File: src/rtl/mem_access_ctrl.sv
// mem_access_ctrl: two-master arbiter and wait-state sequencer in front of
// the data Memory block. Master 0 is the pipeline MEM stage (stalled through
// freeze), master 1 is the debug/loader port. Each access is held on the
// memory bus for WAIT_CYCLES+1 cycles and completes with a one-cycle ready.
// Optional build macro: MEM_ALIGN_CHECK_EN rejects word-misaligned requests
// with a one-cycle err pulse instead of touching Memory.
module mem_access_ctrl #(
  parameter int ADDR_W      = 32,
  parameter int DATA_W      = 32,
  parameter int WAIT_CYCLES = 3,
  parameter int CNT_W       = 4
) (
  input  logic              clk,
  input  logic              rst,
  input  logic              m0_req,
  input  logic              m0_we,
  input  logic [ADDR_W-1:0] m0_addr,
  input  logic [DATA_W-1:0] m0_wdata,
  output logic              m0_ready,
  output logic [DATA_W-1:0] m0_rdata,
  input  logic              m1_req,
  input  logic              m1_we,
  input  logic [ADDR_W-1:0] m1_addr,
  input  logic [DATA_W-1:0] m1_wdata,
  output logic              m1_ready,
  output logic [DATA_W-1:0] m1_rdata,
  output logic              freeze,
  output logic [ADDR_W-1:0] mem_addr,
  output logic [DATA_W-1:0] mem_wdata,
  output logic              mem_read,
  output logic              mem_write,
  input  logic [DATA_W-1:0] mem_rdata,
  output logic              err
);

  typedef enum logic [1:0] {
    IDLE   = 2'd0,
    ACCESS = 2'd1,
    DONE   = 2'd2
  } state_t;

  state_t            state_q;
  state_t            state_nxt;
  logic [CNT_W-1:0]  cnt_q;
  logic              last_gnt_q;
  logic              gnt_q;
  logic              we_q;
  logic [DATA_W-1:0] rdata_q;

  logic              grant_vld;
  logic              grant_sel;
  logic              sel_we;
  logic [ADDR_W-1:0] sel_addr;
  logic [DATA_W-1:0] sel_wdata;
  logic              misalign;
  logic              cnt_zero;

`ifdef MEM_ALIGN_CHECK_EN
  logic              err_q;
`endif

  assign cnt_zero = (cnt_q == '0);

  // Arbitration: a lone request wins; on contention m0 wins unless m0 was
  // served last, so neither master can be starved.
  always_comb begin
    grant_vld = m0_req | m1_req;
    grant_sel = 1'b0;
    if (m0_req && m1_req) begin
      grant_sel = ~last_gnt_q;
    end else begin
      grant_sel = m1_req;
    end
    sel_we    = grant_sel ? m1_we    : m0_we;
    sel_addr  = grant_sel ? m1_addr  : m0_addr;
    sel_wdata = grant_sel ? m1_wdata : m0_wdata;
`ifdef MEM_ALIGN_CHECK_EN
    misalign  = (sel_addr[1:0] != 2'b00);
`else
    misalign  = 1'b0;
`endif
  end

  // FSM state register
  always_ff @(posedge clk) begin
    if (rst) begin
      state_q <= IDLE;
    end else begin
      state_q <= state_nxt;
    end
  end

  // FSM next state and memory/handshake strobes; memory strobes are forced
  // low while rst is high so a reset can never leave a partial write behind.
  always_comb begin
    state_nxt = state_q;
    mem_read  = 1'b0;
    mem_write = 1'b0;
    m0_ready  = 1'b0;
    m1_ready  = 1'b0;
    m0_rdata  = '0;
    m1_rdata  = '0;
    case (state_q)
      IDLE: begin
        if (grant_vld) begin
          state_nxt = misalign ? DONE : ACCESS;
        end
      end
      ACCESS: begin
        mem_read  = ~we_q;
        mem_write = we_q & cnt_zero;
        if (cnt_zero) begin
          state_nxt = DONE;
        end
      end
      DONE: begin
        m0_ready  = ~gnt_q;
        m1_ready  = gnt_q;
        m0_rdata  = gnt_q ? '0 : rdata_q;
        m1_rdata  = gnt_q ? rdata_q : '0;
        state_nxt = IDLE;
      end
      default: begin
        state_nxt = IDLE;
      end
    endcase
    if (rst) begin
      mem_read  = 1'b0;
      mem_write = 1'b0;
    end
  end

  assign freeze = m0_req & ~m0_ready;

`ifdef MEM_ALIGN_CHECK_EN
  assign err = (state_q == DONE) & err_q;
`else
  assign err = 1'b0;
`endif

  // Grant latch, wait counter and fairness history
  always_ff @(posedge clk) begin
    if (rst) begin
      cnt_q      <= '0;
      last_gnt_q <= 1'b1;
      gnt_q      <= 1'b0;
      we_q       <= 1'b0;
      mem_addr   <= '0;
      mem_wdata  <= '0;
`ifdef MEM_ALIGN_CHECK_EN
      err_q      <= 1'b0;
`endif
    end else begin
      case (state_q)
        IDLE: begin
          if (grant_vld) begin
            gnt_q     <= grant_sel;
            we_q      <= sel_we;
            mem_addr  <= sel_addr;
            mem_wdata <= sel_wdata;
            cnt_q     <= CNT_W'(WAIT_CYCLES);
`ifdef MEM_ALIGN_CHECK_EN
            err_q     <= misalign;
`endif
            if (misalign) begin
              last_gnt_q <= grant_sel;
            end
          end
        end
        ACCESS: begin
          if (!cnt_zero) begin
            cnt_q <= cnt_q - 1'b1;
          end else begin
            last_gnt_q <= gnt_q;
          end
        end
        default: begin
        end
      endcase
    end
  end

  // Read data capture on the final access cycle; writes and rejected
  // requests return zero. Only observed in DONE, so no reset is needed.
  always_ff @(posedge clk) begin
    case (state_q)
      IDLE: begin
        if (grant_vld) begin
          rdata_q <= '0;
        end
      end
      ACCESS: begin
        if (cnt_zero) begin
          rdata_q <= we_q ? '0 : mem_rdata;
        end
      end
      default: begin
      end
    endcase
  end

endmodule

File: config.mk
export PLATFORM = sky130hd
export DESIGN_NAME = mem_access_ctrl
export DESIGN_NICKNAME = d
export VERILOG_FILES = /design/src/rtl/mem_access_ctrl.sv
export SDC_FILE = /design/constraint.sdc
export NUM_CORES = 1
export LEC_CHECK = 0
export CAP_MARGIN = 20
export CORE_ASPECT_RATIO = 0.5
export CORE_UTILIZATION = 38
export CTS_CLUSTER_DIAMETER = 120
export DETAILED_ROUTE_END_ITERATION = 8
export HOLD_SLACK_MARGIN = 0.12
export PLACE_DENSITY = 0.88
export SLEW_MARGIN = 20
export SYNTH_ARGS = -nofsm -noshare
export SYNTH_HDL_FRONTEND = slang
export SYNTH_SLANG_ARGS = --single-unit
File: constraint.sdc
create_clock -name clk -period 3.55 [get_ports clk]
set_clock_uncertainty 0.1 [all_clocks]
set_input_delay 0.5325 -clock clk [delete_from_list [all_inputs] [get_ports clk]]
set_output_delay 0.5325 -clock clk [all_outputs]
set_load 0.02 [all_outputs]
# After elaboration in Yosys (flattened, before gate mapping)
# Cells that the tools add are included.
[totals]
wordCells = 54
reg_bits = 105
out_inout_bits = 134
inputBits = 166
[op_classes]
bitwise = 7
n_eq_ne = 5
reduce_logical = 9
n_mux = 24
addsub = 1
[op_table]
columns = ["cell", "count"]
rows = [
  ["32-bit two-way mux", 9],
  ["32-bit case mux with 2 select lines", 1],
  ["1-bit two-way mux", 8],
  ["4-bit two-way mux", 2],
  ["4-bit case mux with 2 select lines", 1],
  ["2-bit != test, second input constant", 3],
  ["2-bit AND reduction", 3],
  ["3-bit AND reduction", 2],
  ["4-bit logical NOT", 1],
  ["2-bit two-way mux", 2],
  ["1-bit NOT", 4],
  ["2-bit case mux with 2 select lines", 1],
  ["4-bit by 1-bit subtractor with 4-bit output, second input constant", 1],
  ["1-bit AND", 2],
  ["2-bit by 1-bit == test with 1-bit output, second input constant", 1],
  ["2-bit == test, second input constant", 1],
  ["2-bit logical NOT", 1],
  ["2-bit nonzero test", 1],
  ["1-bit logical AND", 1],
  ["1-bit OR", 1],
]

# Longest topological paths before layout
# Gate-level depths: netlist of run 1.
[logic_depth]
word_depth = 4
depth_mapped = 7
depth_no_buf = 5

# Least setup slack after synthesis of run 1
# No wires, ideal clock.
[synth_path]
path_type = "reg-to-reg"
from = "register cnt_q[0]"
to = "register rdata_q[0], enable pin"
required_ns = 3.061
setup_ns = 0.389
stages_incl_launch_ff = 6
arrival_ns = 2.068
period_less_slack_ns = 2.558
setup_slack_ns = 0.992
n_path_buf = 0
path_cell_list = "dfxtp_1 inv_1 ha_1 or3b_2 or2_2 nand2_1"
[synth_via]
elab_chain_cells = 3
[synth_rtl]
columns = ["element", "line", "text"]
rows = [
  ["start: declaration", "44", "logic [CNT_W-1:0] cnt_q;"],
  ["start signal: assignment", "161", "cnt_q <= CNT_W'(WAIT_CYCLES);"],
  ["start signal: assignment", "172", "cnt_q <= cnt_q - 1'b1;"],
  ["4-bit logical NOT", "62", "assign cnt_zero = (cnt_q == '0);"],
  ["2-bit != test (no line)", "--", ""],
  ["3-bit AND reduction (no line)", "--", ""],
  ["end signal: assignment", "194", "rdata_q <= we_q ? '0 : mem_rdata;"],
  ["end: declaration", "48", "logic [DATA_W-1:0] rdata_q;"],
]
# No other way between the ends.
# A chain may end at the register's enable or synchronous reset.

# Final worst setup path of run 1
[layout_path]
from = "register cnt_q[0]"
to = "output mem_write"
[layout_via]
elab_chain_cells = 4
[layout_rtl]
columns = ["element", "line", "text"]
rows = [
  ["4-bit logical NOT", "62", ""],
  ["1-bit AND", "111", "mem_write = we_q & cnt_zero;"],
  ["1-bit two-way mux", "103", "case (state_q)"],
  ["1-bit two-way mux", "127", "if (rst) begin"],
  ["end: declaration", "31", "output logic mem_write,"],
]
# No other way between the ends.

==> impl_summary.txt, run 1 <==
----------------------------------------------------
[Timing]
  Final setup violation count ... 0
  Normalized max-slew margin ... 41.6%
  Pin slew with the least headroom to its limit ... 876 ps
  Achievable Freq ... about 310 MHz
  Minimum period implied by the final worst setup slack ... 3270 ps
  Final sum of negative setup slack ... 0 ps
  Pins over their slew limit ... 0
  Final Hold Viols ... 0
  Final period util ... 92.2%
  Unrepaired setup endpoints after global routing ... no

[Critical path]
  Worst Path Class, Setup ... reg2out
  Arrival time worst endpoint ... 2640 ps
  CP required ... 2920 ps
  Setup crit end kind ... primary output
  Largest driver fanout on the critical path ... 4
  Kind of start point of the critical path ... flip-flop
  Startpoint of the worst-slack reg-to-reg timing path ... cnt_q[0]
  Worst setup path startpoint ... cnt_q[0]

[Global route]
  Number of antenna violations at the first check in global routing ... 0
  Maximum number of pins on one net before global-route repair ... 67
  First-pass GRT wire length ... 26,000 um
  Overall routing resource usage ... 23.1%
  GRT Residual Overflow ... 0
  Vias in the first global route ... 5,028

[Synth]
  Sequential-to-total area share from yosys stat ... 47.2%
  Synthesized netlist net count ... 729
  Instance count of the mapped netlist ... 561
  Avg Synthesized Cell Area ... 9.16 um^2
  Summed instance area of the synthesized netlist ... slightly above 5000 um^2
  Number of flops mapped to enable cells by yosys ... 32
  Library cells used by synthesis ... 37
  Yosys reg bits ... 105
  Top_reg_cell synth ... sky130_fd_sc_hd__dfxtp_1
  Async S/R FF share, synth ... 0%
  Yosys synthesis warning count ... 0

[Pwr]
  Peak supply drop ... 0.302 mV
  Total Power ... 3750 uW
  Leak pwr ... between 0.003 and 0.004 uW
  PD cells ... 441 nW/um^2

[Clocking]
  Cts-stage hold buffer count ... 0
  Buffer depth of the longest clock path ... 2
  Clock transition at the registers of the reported paths ... 70 ps
  CTS H-tree lvls ... 3
  CTS tree ... built
  Post-CTS Setup Bufs ... 0
  Clock root buffer ... sky130_fd_sc_hd__clkbuf_16
  Clk_lat worst skew ... 330 ps
  Post-CTS Resized ... 0
  Number of clock buffers inserted by TritonCTS ... 9
  Total number of clock tree sinks ... 105

[Cells and area]
  Antenna Cells ... 0
  Commonest non-fill, non-tap cell in the layout ... sky130_fd_sc_hd__clkdlybuf4s50_1
  Synth-to-Final Area Change ... 65.4%
  Final nets ... 996
  Highest-count cells in the layout ignoring fill and taps ... sky130_fd_sc_hd__clkdlybuf4s50_1, sky130_fd_sc_hd__nand2_1, sky130_fd_sc_hd__and2_1, sky130_fd_sc_hd__dfxtp_1, sky130_fd_sc_hd__a21oi_1
  Layout cells sized above 1 ... just over 8%
  Storage cell area ... 2420 um^2
  Total area of multi-input combinational cells ... ~2500 um^2
  Number of filler instances in the final layout ... 1,001

[Worst hold path]
  Worst hold path class ... reg2reg
  Source of the worst hold timing path ... mem_wdata[23]

[Die]
  Die Wd ... 166 um
  Placeable core region ... 12,900 um^2
  Chip height ... about 84 um
  Die outline area ... 14,000 um^2
  Total I/O pin count ... 300
  Initial core utilization ... about two fifths
  Site row count ... 29

[Routing]
  Routed vias ... 5,251
  DRC errors left ... 14
  Number of vias per cell ... 5.24
  Drt first pass iters ... 7
  Iteration-0 DRC Markers ... 346
  Antenna Nets Post-Route ... 0
  Final routed wirelength across all metal layers ... between 15,000 and 20,000 um
  Average wire per standard cell ... about 17 um

[Status]
  Violations in the final reports ... DRC
  Result of the run ... finished with violations

[Placed design]
  Count of buffers inserted at the top-level ports ... around 300
  DPL Wire Length ... 11,800 um
  Weighted congestion at the end of routability-driven global placement ... between 0.7 and 0.8

[Flow run]
  Maxcap violations ... 0

----------------------------------------------------
registers in the layout, indices dropped and copies added, names as in the netlist:
register and count:
state_q 2, mem_wdata 32, last_gnt_q 1, gnt_q 1
cnt_q 4, rdata_q 32, mem_addr 32, we_q 1
kinds of logic after synthesis:
logic type                 synth area share, %
AOI/OAI and AO/OA                         22.8
buffers and inverters                     5.21
other                                   0.0730
adders and majority gates                0.487
muxes                                    0.195
DFF                                       47.2
and+or+nand+nor                           24.0
metal layers:
| metal | GRT usage (%) | up-vias | share of wire, % |
|---|---|---|---|
| met3 | 5.00 | 50 | 6.3 |
| met1 | 25.7 | 2477 | 38 |
| met2 | 43.0 | 226 | 52 |
| met4 | 9.51 | 0 | 3.7 |
| met5 | 0 | - | 0 |
| li1 | - | 2498 | - |
power breakdown:
| group | switching [uW] | internal [uW] |
|---|---|---|
| Combinational | 602 | 555 |
| Clock | 431 | 611 |
| Sequential | 98.7 | 1450 |
| Total | 1130 | 2620 |
area by class of cell:
type,count,area share [%]
clock buffers,9,2.65
flip-flops and latches,105,28.5
multi-input cells,398,29.0
inverters,3,0.133
well taps,170,2.50
repair buffers,311,36.2
clock inverters,7,1.00
synthesized netlist by cell type, types with 2 or more instances:
library cell                 n  area share, %
sky130_fd_sc_hd__ha_1        2           0.49
sky130_fd_sc_hd__and2_1     97             12
sky130_fd_sc_hd__nor3_1      2           0.19
sky130_fd_sc_hd__nor2_1      5           0.37
sky130_fd_sc_hd__a311oi_1   38            6.5
sky130_fd_sc_hd__a21bo_2     2           0.39
sky130_fd_sc_hd__inv_1       3           0.22
sky130_fd_sc_hd__nand2_1   133            9.7
sky130_fd_sc_hd__nor3b_1     2           0.29
sky130_fd_sc_hd__a21oi_1    67            6.5
sky130_fd_sc_hd__buf_2       9           0.88
sky130_fd_sc_hd__buf_6       4           0.88
sky130_fd_sc_hd__nand3_1     2           0.19
sky130_fd_sc_hd__a311oi_2   28            8.2
sky130_fd_sc_hd__dfxtp_1    73             28
sky130_fd_sc_hd__buf_4       2           0.29
sky130_fd_sc_hd__edfxtp_1   32             19
sky130_fd_sc_hd__clkbuf_1   36            2.6
sky130_fd_sc_hd__buf_1       3           0.22
sky130_fd_sc_hd__nor2b_1     3           0.37
sky130_fd_sc_hd__a211oi_2    2           0.49
through the flow:
step,hold slack (ps),util (%),cells,area [um^2],setup WS [ps]
finish,418,65.8,1003,8500,278
global route,444,65.8,1003,8500,179
CTS,422,65.8,1003,8500,283
detailed placement,414,63.4,987,8190,648
global placement,403,63.4,987,8190,698
floorplan,381,-,561,5140,992
critical path: stages, from the launching register on:
cell,delay (ps)
sky130_fd_sc_hd__dfxtp_1,340
sky130_fd_sc_hd__inv_1,110
sky130_fd_sc_hd__ha_1,190
sky130_fd_sc_hd__or3b_2,490
sky130_fd_sc_hd__or2_2,340
sky130_fd_sc_hd__nor3b_1,180
sky130_fd_sc_hd__clkdlybuf4s50_1,650
worst paths after layout:
| kind | depth (start not counted) | endpoint | slack [ps] |
|---|---|---|---|
| max reg2reg | 6 | rdata_q[4] | 1160 |
| min | 2 | mem_wdata[23] | 420 |
| max | 6 | mem_write | 280 |
| min reg2reg | 2 | mem_wdata[23] | 420 |
(Power assumes the default switching activity.)
==> inputs of run 2 (changes only) <==
--- a/config.mk
+++ b/config.mk
@@ -5,13 +5,14 @@
 export SDC_FILE = /design/constraint.sdc
 export NUM_CORES = 1
 export LEC_CHECK = 0
+export ABC_AREA = 1
 export CAP_MARGIN = 20
 export CORE_ASPECT_RATIO = 0.5
-export CORE_UTILIZATION = 38
+export CORE_UTILIZATION = 37
 export CTS_CLUSTER_DIAMETER = 120
 export DETAILED_ROUTE_END_ITERATION = 8
 export HOLD_SLACK_MARGIN = 0.12
-export PLACE_DENSITY = 0.88
+export PLACE_DENSITY = 0.87
 export SLEW_MARGIN = 20
 export SYNTH_ARGS = -nofsm -noshare
 export SYNTH_HDL_FRONTEND = slang
==> run 2 against run 1 <==
  * The run now ends clean
  * Sequential power about the same
  * Die area shrank 2.7%
  * Non-clock buffer count shrank 5
  * Combinational power is 10% lower
  * Count of clock-buffer cells in the layout stayed put
  * Clock power hardly changed
  * Critical path depth increased by 1
  * Wire length is 8.2% lower
  * Cell count up 9.2%
==> impl_summary.txt, run 2 <==
----------------------------------------------------
[Status]
  Result of the run ... complete, no violations (was finished with violations)

[Pwr]
  Peak supply drop ... 0.234 mV (was 0.302 mV)
  Leak pwr ... 0.00337 uW (was 0.00316 uW)
  PD cells ... 440 nW/um^2 (was 441 nW/um^2)

[Clocking]
  Post-CTS Setup Bufs ... 0 (unchanged)
  CTS tree ... built (unchanged)
  Number of clock buffers inserted by TritonCTS ... 9 (unchanged)
  Post-CTS Resized ... 0 (unchanged)
  Clock transition at the registers of the reported paths ... 70 ps (about the same)
  Total number of clock tree sinks ... 105 (unchanged)
  Buffer depth of the longest clock path ... 2 (unchanged)
  Clock root buffer ... sky130_fd_sc_hd__clkbuf_16 (unchanged)
  Cts-stage hold buffer count ... 0 (unchanged)
  CTS H-tree lvls ... 3 (unchanged)
  Clk_lat worst skew ... 340 ps (was 330 ps)

[Flow run]
  Maxcap violations ... 0 (unchanged)

[Routing]
  DRC errors left ... 0 (was 14)
  Detailed-route wire length on metal 1 ... 6010 um (was 6290 um)
  Number of vias per cell ... 4.62 (was 5.24)
  Top layer reached by signal wires ... met4 (unchanged)
  Drt first pass iters ... 5 (was 7)
  Antenna Nets Post-Route ... 0 (unchanged)
  Iteration-0 DRC Markers ... 295 (was 346)
  Final routed wirelength across all metal layers ... 15,300 um (was 16,600 um)
  Routed length on met3 ... 783 um (was 1050 um)
  Met2 wire length ... 8060 um (was 8660 um)
  Routed vias ... 5,063 (was 5,251)
  Average wire per standard cell ... 13.9 um (was 16.6 um)

[Timing]
  Minimum period implied by the final worst setup slack ... 2800 ps (was 3270 ps)
  Final setup violation count ... 0 (unchanged)
  Normalized max-slew margin ... 52.9% (was 41.6%)
  Final Hold Viols ... 0 (unchanged)
  Hold slack ... 354 ps (was 418 ps)
  Pins over their slew limit ... 0 (unchanged)
  Pin slew with the least headroom to its limit ... 707 ps (was 876 ps)
  Unrepaired setup endpoints after global routing ... no (unchanged)
  Final period util ... 78.9% (was 92.2%)
  Final sum of negative setup slack ... 0 ps (unchanged)
  Achievable Freq ... 357 MHz (was 306 MHz)

[Cells and area]
  Layout cells sized above 1 ... 7.57% (was 8.16%)
  Antenna Cells ... 0 (unchanged)
  Synth-to-Final Area Change ... 68.6% (was 65.4%)
  Final nets ... 1,088 (was 996)
  Highest-count cells in the layout ignoring fill and taps ... sky130_fd_sc_hd__clkdlybuf4s50_1, sky130_fd_sc_hd__nor2_1, sky130_fd_sc_hd__nand2_1, sky130_fd_sc_hd__inv_1, sky130_fd_sc_hd__dfxtp_1 (was sky130_fd_sc_hd__clkdlybuf4s50_1, sky130_fd_sc_hd__nand2_1, sky130_fd_sc_hd__and2_1, sky130_fd_sc_hd__dfxtp_1, sky130_fd_sc_hd__a21oi_1)
  Commonest non-fill, non-tap cell in the layout ... sky130_fd_sc_hd__clkdlybuf4s50_1 (unchanged)
  Core occupancy in the finished layout ... 64.4% (was 65.8%)
  Final Instance Area ... 8210 um^2 (was 8500 um^2)
  Largest registers ... mem_addr x32, mem_wdata x32, rdata_q x32 (unchanged)
  Post-Layout Cell Count ... 1,095 (was 1,003)

[Synth]
  Number of flops mapped to enable cells by yosys ... 32 (unchanged)
  Sequential-to-total area share from yosys stat ... 49.8% (was 47.2%)
  Yosys synthesis warning count ... 0 (unchanged)
  Instance count of the mapped netlist ... 641 (was 561)
  Avg Synthesized Cell Area ... 7.59 um^2 (was 9.16 um^2)
  Library cells used by synthesis ... 25 (was 37)
  Synthesized netlist net count ... 809 (was 729)
  Async S/R FF share, synth ... 0% (unchanged)
  Cell types with the highest counts after synthesis ... sky130_fd_sc_hd__nor2_1, sky130_fd_sc_hd__nand2_1, sky130_fd_sc_hd__inv_1 (was sky130_fd_sc_hd__nand2_1, sky130_fd_sc_hd__and2_1, sky130_fd_sc_hd__dfxtp_1)
  Synth area leaders ... sky130_fd_sc_hd__dfxtp_1, sky130_fd_sc_hd__edfxtp_1, sky130_fd_sc_hd__nor2_1, sky130_fd_sc_hd__nand2_1, sky130_fd_sc_hd__o21ai_1 (was sky130_fd_sc_hd__dfxtp_1, sky130_fd_sc_hd__edfxtp_1, sky130_fd_sc_hd__and2_1, sky130_fd_sc_hd__nand2_1, sky130_fd_sc_hd__a311oi_2)
  Cell accounting for the most synthesized area ... sky130_fd_sc_hd__dfxtp_1 (unchanged)
  Most instantiated library cell after synthesis ... sky130_fd_sc_hd__nor2_1 (was sky130_fd_sc_hd__nand2_1)
  Summed instance area of the synthesized netlist ... 4870 um^2 (was 5140 um^2)
  Top-area cell type share of the netlist area ... 30.0% (was 28.4%)
  Yosys reg bits ... 105 (unchanged)
  Top_reg_cell synth ... sky130_fd_sc_hd__dfxtp_1 (unchanged)

[Worst hold path]
  Worst hold path class ... reg2reg (unchanged)
  Min-Delay Endpoint ... mem_wdata[0] (was mem_wdata[23])
  Source of the worst hold timing path ... mem_wdata[0] (was mem_wdata[23])
  Cells on Worst Hold Path ... 2 (unchanged)

[Critical path]
  Buffer and inverter count on the worst path ... 4 (was 2)
  Arrival time worst endpoint ... 2170 ps (was 2640 ps)
  Endpoint of the most critical register-to-register path ... mem_wdata[13] (was rdata_q[4])
  Length in cells of the worst reg-to-reg path ... 6 (unchanged)
  Worst R2R Setup Slack ... 1700 ps (was 1160 ps)
  Worst Path Class, Setup ... reg2out (unchanged)
  Kind of start point of the critical path ... flip-flop (unchanged)
  Master of the slowest instance on the critical path ... sky130_fd_sc_hd__clkdlybuf4s50_1 (unchanged)
  CP delay by family, top ... buffers and inverters (was simple AND/OR/NAND/NOR gates)
  Cells traversed along the worst timing path ... inv_1 -> nor2_1 -> inv_1 -> nor2_1 -> inv_2 -> nor2_1 -> clkdlybuf4s50_1 (was inv_1 -> ha_1 -> or3b_2 -> or2_2 -> nor3b_1 -> clkdlybuf4s50_1)
  CP required ... 2920 ps (about the same)
  Largest driver fanout on the critical path ... 33 (was 4)
  Most used cell along the critical path ... sky130_fd_sc_hd__nor2_1
  Startpoint of the worst-slack reg-to-reg timing path ... state_q[1] (was cnt_q[0])
  Setup crit end kind ... primary output (unchanged)
  Maximum single-stage delay on the critical path ... 630 ps (was 650 ps)

[Global route]
  First-pass GRT wire length ... 24,100 um (was 26,000 um)
  GRT Residual Overflow ... 0 (unchanged)
  Vias in the first global route ... 4,946 (was 5,028)
  Maximum number of pins on one net before global-route repair ... 67 (unchanged)
  Number of antenna violations at the first check in global routing ... 0 (unchanged)
  Overall routing resource usage ... 22.6% (was 23.1%)

[Die]
  Die Wd ... 164 um (was 166 um)
  Die outline area ... 13,600 um^2 (was 14,000 um^2)
  Chip height ... 83.1 um (was 84.2 um)
  Site row count ... 29 (unchanged)
  Initial core utilization ... 38.2% (was 39.8%)
  Placeable core region ... 12,700 um^2 (was 12,900 um^2)
  Total I/O pin count ... 300 (unchanged)

[Placed design]
  Count of buffers inserted at the top-level ports ... 298 (unchanged)
  Area after DPL ... 7900 um^2 (was 8190 um^2)
  Weighted congestion at the end of routability-driven global placement ... 0.857 (was 0.795)
  DPL Wire Length ... 11,600 um (was 11,800 um)
  Total instance count after detailed placement ... 1,079 (was 987)

----------------------------------------------------
[run 2: worst max-delay path by stage]
stage / from / to / slack (ps) / depth (start not counted)
floorplan: state_q[1] / m0_rdata[0] / 1510 / 7
global placement: rst / mem_write / 990 / 3
detailed placement: rst / mem_write / 960 / 3
CTS: state_q[1] / m0_rdata[20] / 740 / 7
global route: state_q[1] / m0_rdata[0] / 640 / 7
finish: state_q[1] / m0_rdata[20] / 750 / 7
[run 2: kinds of logic (layout without fill, tap and decap cells)]
kind of cell / after synthesis / after routing / synth area share (%)
other: 1 / 1 / 0.0770
buffers and inverters: 118 / 402 / 11.3
AOI/OAI and AO/OA: 118 / 118 / 14.4
and+or+nand+nor: 297 / 297 / 23.9
adders and majority gates: 2 / 2 / 0.514
DFF: 105 / 105 / 49.8
[run 2: area by class of cell]
| type | instances | area [um^2] |
|---|---|---|
| repair buffers | 306 | 3070 |
| clock buffers | 9 | 225 |
| well taps | 170 | 213 |
| multi-input cells | 418 | 1890 |
| clock inverters | 7 | 85.1 |
| inverters | 80 | 300 |
| fillers | 1096 | 4530 |
| flip-flops and latches | 105 | 2420 |
[run 2: worst min-delay path, stage by stage, from the launching register on]
cell                      delay [ps]
sky130_fd_sc_hd__dfxtp_1         310
sky130_fd_sc_hd__nand2_1          60
sky130_fd_sc_hd__nand2_1          40
[run 2: power by group]
group / switching (uW) / internal, uW
sequential: 83.1 / 1460
combinational: 562 / 479
clock: 471 / 563
total: 1120 / 2500
[run 2: metrics by stage]
step | setup WS (ps) | total power [uW]
after floorplan | 1510 | 2100
after CTS | 738 | 3650
after detailed placement | 961 | 2610
final | 749 | 3610
after global placement | 995 | 2580
after global routing | 637 | 3800
[run 2: per-layer routing]
| metal | vias up | global-route usage, % |
|---|---|---|
| met5 | - | 0 |
| met4 | 0 | 7.91 |
| met3 | 33 | 4.75 |
| met2 | 165 | 43.3 |
| met1 | 2322 | 24.3 |
| li1 | 2543 | - |
==> inputs of run 3 (changes only) <==
==> constraint.sdc (replaced) <==
create_clock -name clk -period 2.9 [get_ports clk]
set_clock_uncertainty 0.1 [all_clocks]
set_input_delay 0.435 -clock clk [delete_from_list [all_inputs] [get_ports clk]]
set_output_delay 0.435 -clock clk [all_outputs]
set_load 0.02 [all_outputs]
==> run 3 against run 2 <==
  * Sequential share of layout area shrank 0.16 points
  * Combinational power up 24%
  * Final area increased by 0.53%
  * Clock power rose by 26%
  * Die area unchanged
  * Critical path depth unchanged
  * Power grew 24%
  * Core utilization up 0.34 points
  * Non-clock buffer count is 3 higher
  * Hold slack got worse by 1.6 ps
==> impl_summary.txt, run 3 (same netlist as run 2, synthesis figures left out) <==
----------------------------------------------------
[Global route]
  Overall routing resource usage ... 22.2% (was 22.6%)
  GRT Residual Overflow ... 0 (unchanged)
  First-pass GRT wire length ... 23,700 um (was 24,100 um)
  Number of antenna violations at the first check in global routing ... 0 (unchanged)
  Maximum number of pins on one net before global-route repair ... 67 (unchanged)
  Vias in the first global route ... 4,780 (was 4,946)

[Die]
  Initial core utilization ... 38.2% (unchanged)
  Placeable core region ... 12,700 um^2 (unchanged)
  Site row count ... 29 (unchanged)
  Chip height ... 83.1 um (unchanged)
  Die outline area ... 13,600 um^2 (unchanged)
  Total I/O pin count ... 300 (unchanged)
  Die Wd ... 164 um (unchanged)

[Cells and area]
  Final nets ... 1,091 (was 1,088)
  Antenna Cells ... 0 (unchanged)
  Commonest non-fill, non-tap cell in the layout ... sky130_fd_sc_hd__clkdlybuf4s50_1 (unchanged)
  Number of filler instances in the final layout ... 1,091 (was 1,096)
  Storage cell area ... 2420 um^2 (unchanged)
  Highest-count cells in the layout ignoring fill and taps ... sky130_fd_sc_hd__clkdlybuf4s50_1, sky130_fd_sc_hd__nor2_1, sky130_fd_sc_hd__nand2_1, sky130_fd_sc_hd__inv_1, sky130_fd_sc_hd__dfxtp_1 (unchanged)
  Largest registers ... mem_addr x32, mem_wdata x32, rdata_q x32 (unchanged)
  Layout cells sized above 1 ... 7.87% (was 7.57%)
  Total area of multi-input combinational cells ... 1890 um^2 (unchanged)
  Final Instance Area ... 8250 um^2 (was 8210 um^2)
  Synth-to-Final Area Change ... 69.5% (was 68.6%)

[Timing]
  Final period util ... 91.8%
  Final Hold Viols ... 0 (unchanged)
  Achievable Freq ... between 300 and 400 MHz
  Normalized max-slew margin ... 48.9% (was 52.9%)
  Minimum period implied by the final worst setup slack ... approximately 2700 ps
  Unrepaired setup endpoints after global routing ... no (unchanged)
  Pin slew with the least headroom to its limit ... 766 ps (was 707 ps)
  Final sum of negative setup slack ... 0 ps (unchanged)
  Final setup violation count ... 0 (unchanged)
  Pins over their slew limit ... 0 (unchanged)

[Placed design]
  Weighted congestion at the end of routability-driven global placement ... 0.839 (was 0.857)
  DPL Wire Length ... 11,400 um (was 11,600 um)
  Area after DPL ... 7930 um^2 (was 7900 um^2)
  Count of buffers inserted at the top-level ports ... 298 (unchanged)

[Routing]
  Routed vias ... 5,012 (was 5,063)
  Number of vias per cell ... 4.56 (was 4.62)
  Drt first pass iters ... 7 (was 5)
  Antenna Nets Post-Route ... 0 (unchanged)
  Average wire per standard cell ... 13.9 um (about the same)
  DRC errors left ... 0 (unchanged)
  Final routed wirelength across all metal layers ... 15,200 um (was 15,300 um)
  Iteration-0 DRC Markers ... 271 (was 295)

[Worst hold path]
  Worst hold path class ... reg2reg (unchanged)
  Cells on Worst Hold Path ... 2 (unchanged)
  Source of the worst hold timing path ... mem_wdata[7] (was mem_wdata[0])
  Min-Delay Endpoint ... mem_wdata[7] (was mem_wdata[0])

[Clocking]
  Post-CTS Resized ... 0 (unchanged)
  Clock root buffer ... sky130_fd_sc_hd__clkbuf_16 (unchanged)
  Cts-stage hold buffer count ... 0 (unchanged)
  Buffer depth of the longest clock path ... 2 (unchanged)
  Clock transition at the registers of the reported paths ... 70 ps (about the same)
  Post-CTS Setup Bufs ... 0 (unchanged)
  CTS tree ... built (unchanged)
  CTS H-tree lvls ... 3 (unchanged)
  Clk_lat worst skew ... 340 ps (about the same)
  Number of clock buffers inserted by TritonCTS ... 9 (unchanged)
  Total number of clock tree sinks ... 105 (unchanged)

[Critical path]
  Arrival time worst endpoint ... 2130 ps (was 2170 ps)
  Endpoint of the most critical register-to-register path ... mem_wdata[10] (was mem_wdata[13])
  Kind of start point of the critical path ... flip-flop (unchanged)
  Largest driver fanout on the critical path ... 33 (unchanged)
  Startpoint of the worst-slack reg-to-reg timing path ... last_gnt_q (was state_q[1])
  Cells traversed along the worst timing path ... inv_1 -> nor2_1 -> inv_1 -> nor2_1 -> inv_2 -> nor2_1 -> clkdlybuf4s50_1 (unchanged)
  Most used cell along the critical path ... sky130_fd_sc_hd__nor2_1 (unchanged)
  Master of the slowest instance on the critical path ... sky130_fd_sc_hd__clkdlybuf4s50_1 (unchanged)
  Worst Path Class, Setup ... reg2out (unchanged)
  CP required ... 2370 ps (was 2920 ps)
  Worst R2R Setup Slack ... 1110 ps (was 1700 ps)
  Setup crit end kind ... primary output (unchanged)
  Length in cells of the worst reg-to-reg path ... 6 (unchanged)
  Maximum single-stage delay on the critical path ... 630 ps (about the same)

[Flow run]
  Maxcap violations ... 0 (unchanged)

[Status]
  Result of the run ... complete, no violations (unchanged)

[Pwr]
  Total Power ... 4470 uW (was 3610 uW)
  Peak supply drop ... 0.273 mV (was 0.234 mV)
  PD cells ... 541 nW/um^2 (was 440 nW/um^2)
  Leak pwr ... 0.00339 uW (was 0.00337 uW)

----------------------------------------------------
==> run 3: cell count changes in the layout (fill, tap and decap cells not counted) <==
cell                         before  now
sky130_fd_sc_hd__clkinv_4         2    0
sky130_fd_sc_hd__clkinvlp_2       0    1
sky130_fd_sc_hd__buf_12           2    3
sky130_fd_sc_hd__clkinvlp_4       0    2
sky130_fd_sc_hd__bufinv_16        1    2
sky130_fd_sc_hd__inv_6            3    1
sky130_fd_sc_hd__clkinv_2         0    1
sky130_fd_sc_hd__buf_4            6    8
sky130_fd_sc_hd__inv_8            1    0
==> run 3: through the flow <==
step | setup slack, ps | util [%] | std cells | hold slack, ps
6_report | 236 | 64.8 | 1098 | 353
5_1_grt | 51.8 | 64.8 | 1098 | 370
4_1_cts | 211 | 64.8 | 1098 | 355
3_5_place_dp | 517 | 62.3 | 1082 | 342
3_3_place_gp | 542 | 62.3 | 1082 | 338
2_1_floorplan | 954 | - | 641 | 346
==> run 3: layout make-up <==
class	instances	share of cell area [%]
Clock inverter	7	1.14
Timing Repair Buffer	309	37.6
Multi-Input combinational cell	418	22.9
Sequential cell	105	29.4
Inverter	80	3.64
Tap cell	170	2.58
Clock buffer	9	2.73
==> run 3: where the power goes <==
part           internal, uW  switching (uW)
Sequential             1780             101
Clock                   756             539
Combinational           596             692
Total                  3130            1330
==> run 3: worst max-delay path by stage <==
| stage | start | endpoint |
|---|---|---|
| final | state_q[1] | m0_rdata[6] |
| after floorplan | state_q[1] | m0_rdata[0] |
| after CTS | state_q[1] | m0_rdata[26] |
| after global routing | state_q[1] | m0_rdata[6] |
| after global placement | rst | mem_write |
| after detailed placement | rst | mem_write |
==> run 3: per-layer routing <==
metal  vias up  track usage (%)  routed length (um)
li1       2540                -                   -
met1      2282             24.6                6060
met2       152             40.7                7790
met3        38             4.80                 829
met4         0             9.60                 555
met5         -                0                   0
==> run 3: critical path, delay by kind of cell (launching register included) <==
family	cells	cell delay, ps
simple gates	3	420
flops	1	350
buf+inv	4	990
